--- config.mk ---
export PLATFORM = sky130hd
export DESIGN_NAME = k_capture_fifo
export DESIGN_NICKNAME = d
export VERILOG_FILES = /design/src/rtl/loop_pkg.sv /design/src/rtl/sync_fifo.sv /design/src/rtl/k_capture_fifo.sv
export SDC_FILE = /design/constraint.sdc
export NUM_CORES = 1
export LEC_CHECK = 0
export CAP_MARGIN = 10
export CELL_PAD_IN_SITES_DETAIL_PLACEMENT = 0
export CELL_PAD_IN_SITES_GLOBAL_PLACEMENT = 1
export CORE_ASPECT_RATIO = 0.5
export CORE_MARGIN = 2
export CORE_UTILIZATION = 47
export DETAILED_ROUTE_END_ITERATION = 10
export PLACE_DENSITY = 0.82
export SYNTH_ARGS = -nofsm -noshare
export SYNTH_HDL_FRONTEND = slang
export SYNTH_HIERARCHICAL = 1
export SYNTH_SLANG_ARGS = --single-unit
--- constraint.sdc ---
create_clock -name clk -period 1.9 [get_ports clk]
set_input_delay 0.19 -clock clk [delete_from_list [all_inputs] [get_ports clk]]
set_output_delay 0.19 -clock clk [all_outputs]
set_load 0.005 [all_outputs]
--- src/rtl/loop_pkg.sv ---
`default_nettype none
// +----------------------------------------------------------------------------+
// | loop_pkg                                                                   |
// | Shared definitions for the upstream k/i loop and its capture FIFO:         |
// | loop-phase encodings, default saturation limit, field widths and the       |
// | packed layout of one captured entry.                                       |
// | Revision: 1.0 - initial release                                            |
// +----------------------------------------------------------------------------+
package loop_pkg;

  // Upstream loop phase carried on turn_in
  typedef enum logic [2:0] {
    TURN_START   = 3'd0,
    TURN_INNER   = 3'd1,
    TURN_ADVANCE = 3'd2,
    TURN_DONE    = 3'd3
  } turn_e;

  localparam int K_LIMIT_DEFAULT = 2000;
  localparam int DATA_W          = 11;
  localparam int CNT_W           = 5;
  localparam int ENTRY_W         = 2 * DATA_W;

  // One FIFO entry: outer index in the upper half, accumulator in the lower
  typedef struct packed {
    logic [DATA_W-1:0] i;
    logic [DATA_W-1:0] k;
  } entry_t;

endpackage
`default_nettype wire

--- src/rtl/sync_fifo.sv ---
`default_nettype none
// +----------------------------------------------------------------------------+
// | sync_fifo                                                                  |
// | Single-clock FIFO storage with occupancy count. Push is accepted when not  |
// | full, or when full and a pop happens in the same cycle. Head data is       |
// | forced to zero while empty so the outputs are clean during reset.         |
// |                                                                            |
// | Ports:                                                                     |
// |   clk      in   clock                                                      |
// |   rst_n    in   asynchronous active-low reset (already release-synced)    |
// |   i_push   in   write request                                              |
// |   i_pop    in   read request (ignored while empty)                         |
// |   i_data   in   WIDTH-bit write payload                                    |
// |   o_valid  out  FIFO holds at least one entry                              |
// |   o_data   out  head entry (zero while empty)                              |
// |   o_count  out  occupancy 0..DEPTH                                         |
// | Revision: 1.0 - initial release                                            |
// +----------------------------------------------------------------------------+
module sync_fifo
  import loop_pkg::*;
#(
  parameter int DEPTH = 4,
  parameter int WIDTH = 22
) (
  input  logic             clk,
  input  logic             rst_n,
  input  logic             i_push,
  input  logic             i_pop,
  input  logic [WIDTH-1:0] i_data,
  output logic             o_valid,
  output logic [WIDTH-1:0] o_data,
  output logic [CNT_W-1:0] o_count
);

  localparam int AW = (DEPTH > 1) ? $clog2(DEPTH) : 1;
  localparam logic [CNT_W-1:0] c_DEPTH = CNT_W'(DEPTH);

  logic [WIDTH-1:0] r_mem [DEPTH];
  logic [AW-1:0]    r_wr_ptr;
  logic [AW-1:0]    r_rd_ptr;
  logic [CNT_W-1:0] r_count;

  logic w_pop_ok;
  logic w_push_ok;

  assign o_valid   = (r_count != '0);
  assign w_pop_ok  = i_pop && o_valid;
  // When full, the slot being written is the one being vacated this edge
  assign w_push_ok = i_push && ((r_count != c_DEPTH) || w_pop_ok);

  always_ff @(posedge clk or negedge rst_n) begin
    if (!rst_n) begin
      r_wr_ptr <= '0;
      r_rd_ptr <= '0;
      r_count  <= '0;
    end else begin
      // DEPTH is a power of two, so natural pointer overflow is the wrap
      if (w_push_ok) r_wr_ptr <= r_wr_ptr + AW'(1);
      if (w_pop_ok)  r_rd_ptr <= r_rd_ptr + AW'(1);
      case ({w_push_ok, w_pop_ok})
        2'b10:   r_count <= r_count + CNT_W'(1);
        2'b01:   r_count <= r_count - CNT_W'(1);
        default: r_count <= r_count;
      endcase
    end
  end

  always_ff @(posedge clk) begin
    if (w_push_ok) r_mem[r_wr_ptr] <= i_data;
  end

  assign o_data  = o_valid ? r_mem[r_rd_ptr] : '0;
  assign o_count = r_count;

endmodule
`default_nettype wire

--- src/rtl/k_capture_fifo.sv ---
`default_nettype none
// +----------------------------------------------------------------------------+
// | k_capture_fifo                                                             |
// | Watches an upstream i/k loop and captures {i,k} at the end of every outer  |
// | iteration (ADVANCE followed by START) into a small FIFO. Tracks sticky     |
// | completion, overflow and monotonic-k error flags.                          |
// |                                                                            |
// | Ports:                                                                     |
// |   clk        in   clock                                                    |
// |   rst        in   asynchronous active-low reset                            |
// |   turn_in    in   upstream loop phase                                      |
// |   k_in       in   upstream accumulator                                     |
// |   i_in       in   upstream outer index                                     |
// |   out_valid  out  FIFO non-empty                                           |
// |   out_ready  in   consumer accept                                          |
// |   out_i      out  head outer index                                         |
// |   out_k      out  head accumulator                                         |
// |   count      out  occupancy 0..DEPTH                                       |
// |   done       out  sticky upstream completion                               |
// |   overflow   out  sticky dropped capture                                   |
// |   mono_err   out  sticky non-increasing k between captures                 |
// | Revision: 1.0 - initial release                                            |
// +----------------------------------------------------------------------------+
module k_capture_fifo
  import loop_pkg::*;
#(
  parameter int DEPTH   = 4,
  parameter int K_LIMIT = K_LIMIT_DEFAULT
) (
  input  logic              clk,
  input  logic              rst,
  input  logic [2:0]        turn_in,
  input  logic [DATA_W-1:0] k_in,
  input  logic [DATA_W-1:0] i_in,
  output logic              out_valid,
  input  logic              out_ready,
  output logic [DATA_W-1:0] out_i,
  output logic [DATA_W-1:0] out_k,
  output logic [CNT_W-1:0]  count,
  output logic              done,
  output logic              overflow,
  output logic              mono_err
);

  localparam logic [DATA_W-1:0] c_K_LIMIT = DATA_W'(K_LIMIT);
  localparam logic [CNT_W-1:0]  c_DEPTH   = CNT_W'(DEPTH);

  // Reset asserts immediately but releases two clock edges later
  logic [1:0] r_rst_sync;
  logic       w_rst_n;

  always_ff @(posedge clk or negedge rst) begin
    if (!rst) r_rst_sync <= 2'b00;
    else      r_rst_sync <= {r_rst_sync[0], 1'b1};
  end

  assign w_rst_n = r_rst_sync[1];

  logic [2:0]        r_prev_turn;
  logic              r_done;
  logic              r_overflow;
  logic              r_mono_err;
  logic              r_first_seen;
  logic [DATA_W-1:0] r_last_k;

  logic              w_capture;
  logic              w_done_now;
  logic              w_capture_live;
  logic              w_pop;
  logic              w_push;
  logic              w_drop;
  logic              w_mono;
  logic              w_fifo_valid;
  logic [CNT_W-1:0]  w_fifo_count;
  logic [ENTRY_W-1:0] w_fifo_data;
  entry_t            w_push_entry;
  entry_t            w_head;

  assign w_capture  = (r_prev_turn == TURN_ADVANCE) && (turn_in == TURN_START);
  assign w_done_now = (turn_in == TURN_DONE) || (k_in >= c_K_LIMIT);
  // A capture coinciding with the completion cycle is already post-completion
  assign w_capture_live = w_capture && !r_done && !w_done_now;

  assign w_pop  = w_fifo_valid && out_ready;
  assign w_push = w_capture_live && ((w_fifo_count != c_DEPTH) || w_pop);
  assign w_drop = w_capture_live && !w_push;
  assign w_mono = w_push && r_first_seen && (k_in <= r_last_k);

  always_ff @(posedge clk or negedge w_rst_n) begin
    if (!w_rst_n) begin
      r_prev_turn  <= 3'd0;
      r_done       <= 1'b0;
      r_overflow   <= 1'b0;
      r_mono_err   <= 1'b0;
      r_first_seen <= 1'b0;
      r_last_k     <= '0;
    end else begin
      r_prev_turn <= turn_in;
      if (w_done_now) r_done     <= 1'b1;
      if (w_drop)     r_overflow <= 1'b1;
      if (w_mono)     r_mono_err <= 1'b1;
      if (w_push) begin
        r_first_seen <= 1'b1;
        r_last_k     <= k_in;
      end
    end
  end

  assign w_push_entry = '{i: i_in, k: k_in};

  sync_fifo #(
    .DEPTH (DEPTH),
    .WIDTH (ENTRY_W)
  ) u_fifo (
    .clk     (clk),
    .rst_n   (w_rst_n),
    .i_push  (w_push),
    .i_pop   (w_pop),
    .i_data  (w_push_entry),
    .o_valid (w_fifo_valid),
    .o_data  (w_fifo_data),
    .o_count (w_fifo_count)
  );

  assign w_head    = entry_t'(w_fifo_data);
  assign out_valid = w_fifo_valid;
  assign out_i     = w_head.i;
  assign out_k     = w_head.k;
  assign count     = w_fifo_count;
  assign done      = r_done;
  assign overflow  = r_overflow;
  assign mono_err  = r_mono_err;

endmodule
`default_nettype wire

==> metrics.txt, run 1 <==
status complete, but fails checks; failing checks setup timing; Fill cells 641; via count 3049; initial antenna violation count 0; Critical Path Start u_fifo/o_count[0]; # DRC 0; synthesized cell area 5040 um^2; max incr delay on CP 530 ps; area fraction in compound gates after synthesis 3.13%; period utilisation layout 166%; Layout area overhead 42.4%; CTS buffer count 17; Power Density 1270 nW/um^2; Pre-Repair DR Iteration Count 4; Layout Skew 7.30 ps; CTS H-tree depth 4; vias in the first global route 3273; Antenna diodes 0; unrepaired setup endpoints after global routing true; layout cells sized above 1 47.1%; total congestion overflow 0; routed len/inst 20.5 um; HP Class reg2async; CP Class reg2reg; Critical Path Most Common Cell buf_4; Post-synth EDFFs 88; Netlist cell types 45; YS warnings 6; DR vias/cell 5.34; Die Y 77.2 um; Avg Inst Size Synth 17.6 um^2; fin util 69.6%; Clock transition at path regs 50 ps; min cycle time layout 3150 ps; type of origin of the critical path flip-flop; final worst setup slack -1250 ps; Overall Global Routing Usage 22.0%; I/O pin count 59; starting density of the core 48.8%; Root Buffer clkbuf_16; adder-cell share of the synthesized area 4.47%; placed insts 514; leakage power total 2.76 nW; sequential area share after synthesis 66.9%; crit path DAT 3480 ps; max_cap viols 0; final std cells w/o fill 571; post-synth top area cell edfxtp_1; maximum VDD drop 782 uV; Syn Inst Count 287; top-count cell post-synth edfxtp_1; Net count, final 464; Die Wd 150 um; CP max FO 3; simple-gate area share of the yosys netlist 7.43%; Iter 0 DRT Violations 114; dpl hpwl 6280 um; Worst Path Required 2220 ps; CP max-delay cell or4_4; clk_lat worst skew 400 ps; Port Buffers 58; first-pass GRT wire length 18400 um; setup slack, reg-to-reg -1250 ps; maximum clock rate 317 MHz; Sink Count 117; Core Box Area 10300 um^2; post-synth top area share 52.5%; # setup viols final 133; xor and xnor fraction of the mapped netlist area 1.56%; largest net degree at the start of global routing 28; Routed Antenna Nets 0; placed inst area 6100 um^2; dpl ws -1230 ps; top cells by count, synth edfxtp_1, dfrtp_1, and2_1, mux4_2; ys flop type edfxtp_1; mux cell area share after synthesis 13.3%; CTS tree yes; Routed WL 11700 um; ys async rst share 24.8%; final hold violations 0; max-slew violations 0; RR Startpoint u_fifo/o_count[0]; final weighted congestion in routability-driven placement 0.760; Synth Register Bits 117; CP cell instances or4_4 -> nand2b_4 -> and2_4 -> buf_4 -> o31a_4 -> inv_4 -> ha_4 -> xor2_1 -> ha_2 -> buf_4 -> nor4b_4 -> mux2i_2 -> a31oi_4 -> xor2_2; synth top area cells edfxtp_1, dfrtp_1, mux4_2; CP endpoint kind flip-flop; Post-Syn Nets 333; post-route cell area 7180 um^2; main combinational cell family by area after synthesis multiplexers; final setup TNS -65420 ps; clk buf depth 2; row cnt 26; die area 11600 um^2
## per-layer routing
layer,share of wire (%),vias to the layer above,global-route usage [%]
met5,0,-,0
met4,1.4,0,7.83
met3,5.6,14,4.88
met2,50,101,35.2
met1,43,1567,29.8
li1,-,1367,-
## registers in the layout, summed over array words and instances (netlist names)
signal,cells
mono_err,1
overflow,1
u_fifo/r_mem,88
u_fifo/o_count,5
r_rst_sync,2
r_last_k,11
r_prev_turn,3
u_fifo/r_rd_ptr,2
u_fifo/r_wr_ptr,2
r_first_seen,1
done,1
## cells in the final DEF, fill, tap and decap left out, types with 15 or more instances in the layout
cell	n
ha_1	15
buf_6	25
clkdlybuf4s50_1	35
dfrtp_1	28
mux4_2	22
inv_1	17
edfxtp_1	88
buf_4	39
clkbuf_16	17
and2_4	31
## worst paths after layout
check	end	depth (start not counted)
max	u_fifo/o_count[4]	14
min in group clk	r_prev_turn[2]	1
max in group asynchronous	r_rst_sync[0]	2
min	r_last_k[4]	1
max reg2reg	u_fifo/o_count[4]	14
min reg2reg	r_last_k[4]	1
## worst max-delay path: cells and delay by family (launching register included)
family / cells / cell delay [ps]
simple gates: 4 / 1040
flops: 1 / 390
fa+ha+maj: 2 / 320
buf+inv: 3 / 360
compound gates: 2 / 580
mux: 1 / 130
xor+xnor: 2 / 240
## per-stage QoR
stage | hold WS (ps) | power (mW)
after floorplan | -106 | 4.28
after global placement | 251 | 5.42
after detailed placement | 249 | 5.47
after CTS | 254 | 8.93
after global routing | 288 | 9.51
final | 235 | 9.09
## kinds of logic (layout without fill, tap and decap cells)
logic type / count (synthesis) / in the layout
multiplexers: 35 / 35
AND/OR/NAND/NOR: 55 / 61
AO/OA/AOI/OAI: 23 / 23
other: 1 / 1
buffers and inverters: 29 / 167
XOR/XNOR: 9 / 9
flip-flops: 117 / 117
adder cells (fa/ha/maj): 18 / 18
## report_power, final
part	switching (mW)	internal [mW]	total, mW
clock	1.13	1.78	2.90
combinational	1.25	2.03	3.28
sequential	0.0620	2.84	2.91
total	2.44	6.65	9.09
## timing repair
action                     in CTS  in global routing
setup buffers                  17                  4
hold buffers                    1                  0
hold endpoints to repair        2                  0
pin swaps                      15                 12
resized for setup             171                 14
setup endpoints to repair     130                134
gates cloned                    9                  0
## cell type report
type	count	area, um^2	area share, %
clock inverter	14	113	1.57
multi-input combinational	147	1790	25.0
inverter	18	70.1	0.976
clock buffer	18	429	5.98
tap	140	175	2.44
sequential	117	3370	47.0
timing repair buffer	117	1230	17.1
Note: power is estimated with default switching activity, not from simulation.
==> run 2, diff against run 1 <==
PLACE_DENSITY = 0.9   (was 0.82)
==> metrics.txt, run 2 (same netlist as run 1, synthesis figures left out) <==
status complete, but fails checks; failing checks setup timing; clk_lat worst skew 430 ps (+30 ps); CP endpoint kind flip-flop; max-slew violations 0 (unchanged); Fill cells 528 (-18%); die area 11600 um^2 (unchanged); multi-input logic area 1760 um^2 (-1.6%); Routed Antenna Nets 0 (unchanged); Net count, final 479 (+3.2%); routed len/inst 26.0 um (+27%); final weighted congestion in routability-driven placement 0.790 (+4.0%); Worst Path Required 2240 ps (+20 ps); CP cell instances or4_4 -> nand2b_4 -> and2_4 -> nand4bb_4 -> and3_4 -> o31a_4 -> inv_4 -> ha_4 -> xor2_4 -> ha_4 -> buf_4 -> nor4b_4 -> mux2i_1 -> a31oi_1 -> xor2_1; Layout Skew 8.64 ps (+1.34 ps); most frequent cells in the layout edfxtp_1, buf_4, clkdlybuf4s50_1; leakage power total 2.95 nW (+6.9%); unrepaired setup endpoints after global routing true; Layout area overhead 50.5%; crit path DAT 3600 ps (+120 ps); Pre-Repair DR Iteration Count 5 (+1); max_cap viols 0 (unchanged); fin util 73.5% (+3.9 points); initial antenna violation count 0 (unchanged); dpl ws -1260 ps (-26.9 ps); max FFs per register 88 (unchanged); # DRC 0 (unchanged); Root Buffer clkbuf_16; Sequential cell area 3370 um^2 (unchanged); row cnt 26 (unchanged); period utilisation layout 171% (+5.4 points); CTS buffer count 17 (unchanged); HP Class reg2async; vias in the first global route 3481 (+6.4%); min cycle time layout 3250 ps (+103 ps); DR vias/cell 5.86 (+9.8%); placed insts 513 (-0.19%); clk buf depth 2 (unchanged); # setup viols final 134 (+0.75%); CTS tree yes; Power Density 1300 nW/um^2 (+2.5%); starting density of the core 48.8% (unchanged); total congestion overflow 0 (unchanged); Core Box Area 10300 um^2 (unchanged); Die Y 77.2 um (unchanged); final worst setup slack -1350 ps (-103 ps); Port Buffers 58 (unchanged); most common cell after layout, fill and taps aside edfxtp_1; CP Class reg2reg; Critical Path Start u_fifo/o_count[4]; Top reg by flops u_fifo/r_mem; Iter 0 DRT Violations 276 (+140%); hold_ws 232 ps (-3.46 ps); maximum clock rate 307 MHz (-3.2%); largest net degree at the start of global routing 28 (unchanged); Critical Path Most Common Cell ha_4; Routed WL 15200 um (+30%); CTS H-tree depth 4 (unchanged); Overall Global Routing Usage 26.4% (+4.5 points); final std cells w/o fill 586 (+2.6%); dpl hpwl 6230 um (-0.82%); I/O pin count 59 (unchanged); final hold violations 0 (unchanged); CP max-delay cell or4_4; Clock transition at path regs 70 ps (+20 ps); layout cells sized above 1 48.4% (+1.3 points); Die Wd 150 um (unchanged); first-pass GRT wire length 21500 um (+17%); Sink Count 117 (unchanged); via count 3435 (+13%); Antenna diodes 0 (unchanged); type of origin of the critical path flip-flop; RR Startpoint u_fifo/o_count[4]; maximum VDD drop 762 uV (-2.6%); max incr delay on CP 570 ps (+40 ps); Total Power 9.85 mW (+8.3%); CP max FO 3 (unchanged)
==> run 2: worst max-delay path: cells and delay by family, from the launching register on <==
family / cells / cell delay [ps]
AO/OA/AOI/OAI: 2 / 360
XOR/XNOR: 2 / 240
adder cells (fa/ha/maj): 2 / 320
buffers and inverters: 2 / 210
flip-flops: 1 / 380
multiplexers: 1 / 130
AND/OR/NAND/NOR: 6 / 1530
==> run 2: repair_timing <==
action / 4_1_cts / 5_1_grt
gates cloned: 15 / 0
buffers inserted: 21 / 9
gates resized for setup: 178 / 19
setup endpoints to repair: 132 / 134
hold buffers: 1 / 0
endpoints found under the hold margin: 2 / 0
pin swaps: 7 / 17
==> run 2: per-stage QoR <==
stage               setup TNS (ps)  instance area (um^2)
CTS                         -84530                  7450
finish                      -86480                  7580
global route                -89160                  7580
detailed placement          -69480                  6080
floorplan                   -90260                  5070
global placement            -60920                  6080
==> run 2: per-layer routing <==
layer / vias up / global-route usage, % / part of all wire, % / wire length (um)
li1: 1398 / - / - / -
met1: 1776 / 34.6 / 39 / 5960
met2: 211 / 42.3 / 49 / 7490
met3: 50 / 7.14 / 7.9 / 1200
met4: 0 / 10.5 / 3.8 / 572
met5: - / 0 / 0 / 0
==> run 2: area by class of cell <==
| class | instances | area share (%) |
|---|---|---|
| Clock buffer | 17 | 5.61 |
| Inverter | 18 | 0.924 |
| Tap cell | 140 | 2.31 |
| Timing Repair Buffer | 135 | 20.7 |
| Clock inverter | 15 | 2.69 |
| Sequential cell | 117 | 44.5 |
| Multi-Input combinational cell | 144 | 23.3 |
==> run 2: worst paths after layout <==
kind	slack (ps)	to	cells after the start
max	-1350	u_fifo/o_count[4]	15
min	230	r_last_k[9]	1
max reg2reg	-1350	u_fifo/o_count[4]	15
min reg2reg	230	r_last_k[9]	1
max in group asynchronous	1310	r_rst_sync[1]	2
min in group clk	270	r_prev_turn[2]	1
==> run 2: where the power goes <==
group / leakage (nW) / switching, mW / internal (mW)
Combinational: 1.50 / 1.38 / 2.08
Clock: 0.300 / 1.27 / 2.20
Sequential: 1.15 / 0.0730 / 2.84
Total: 2.95 / 2.72 / 7.12
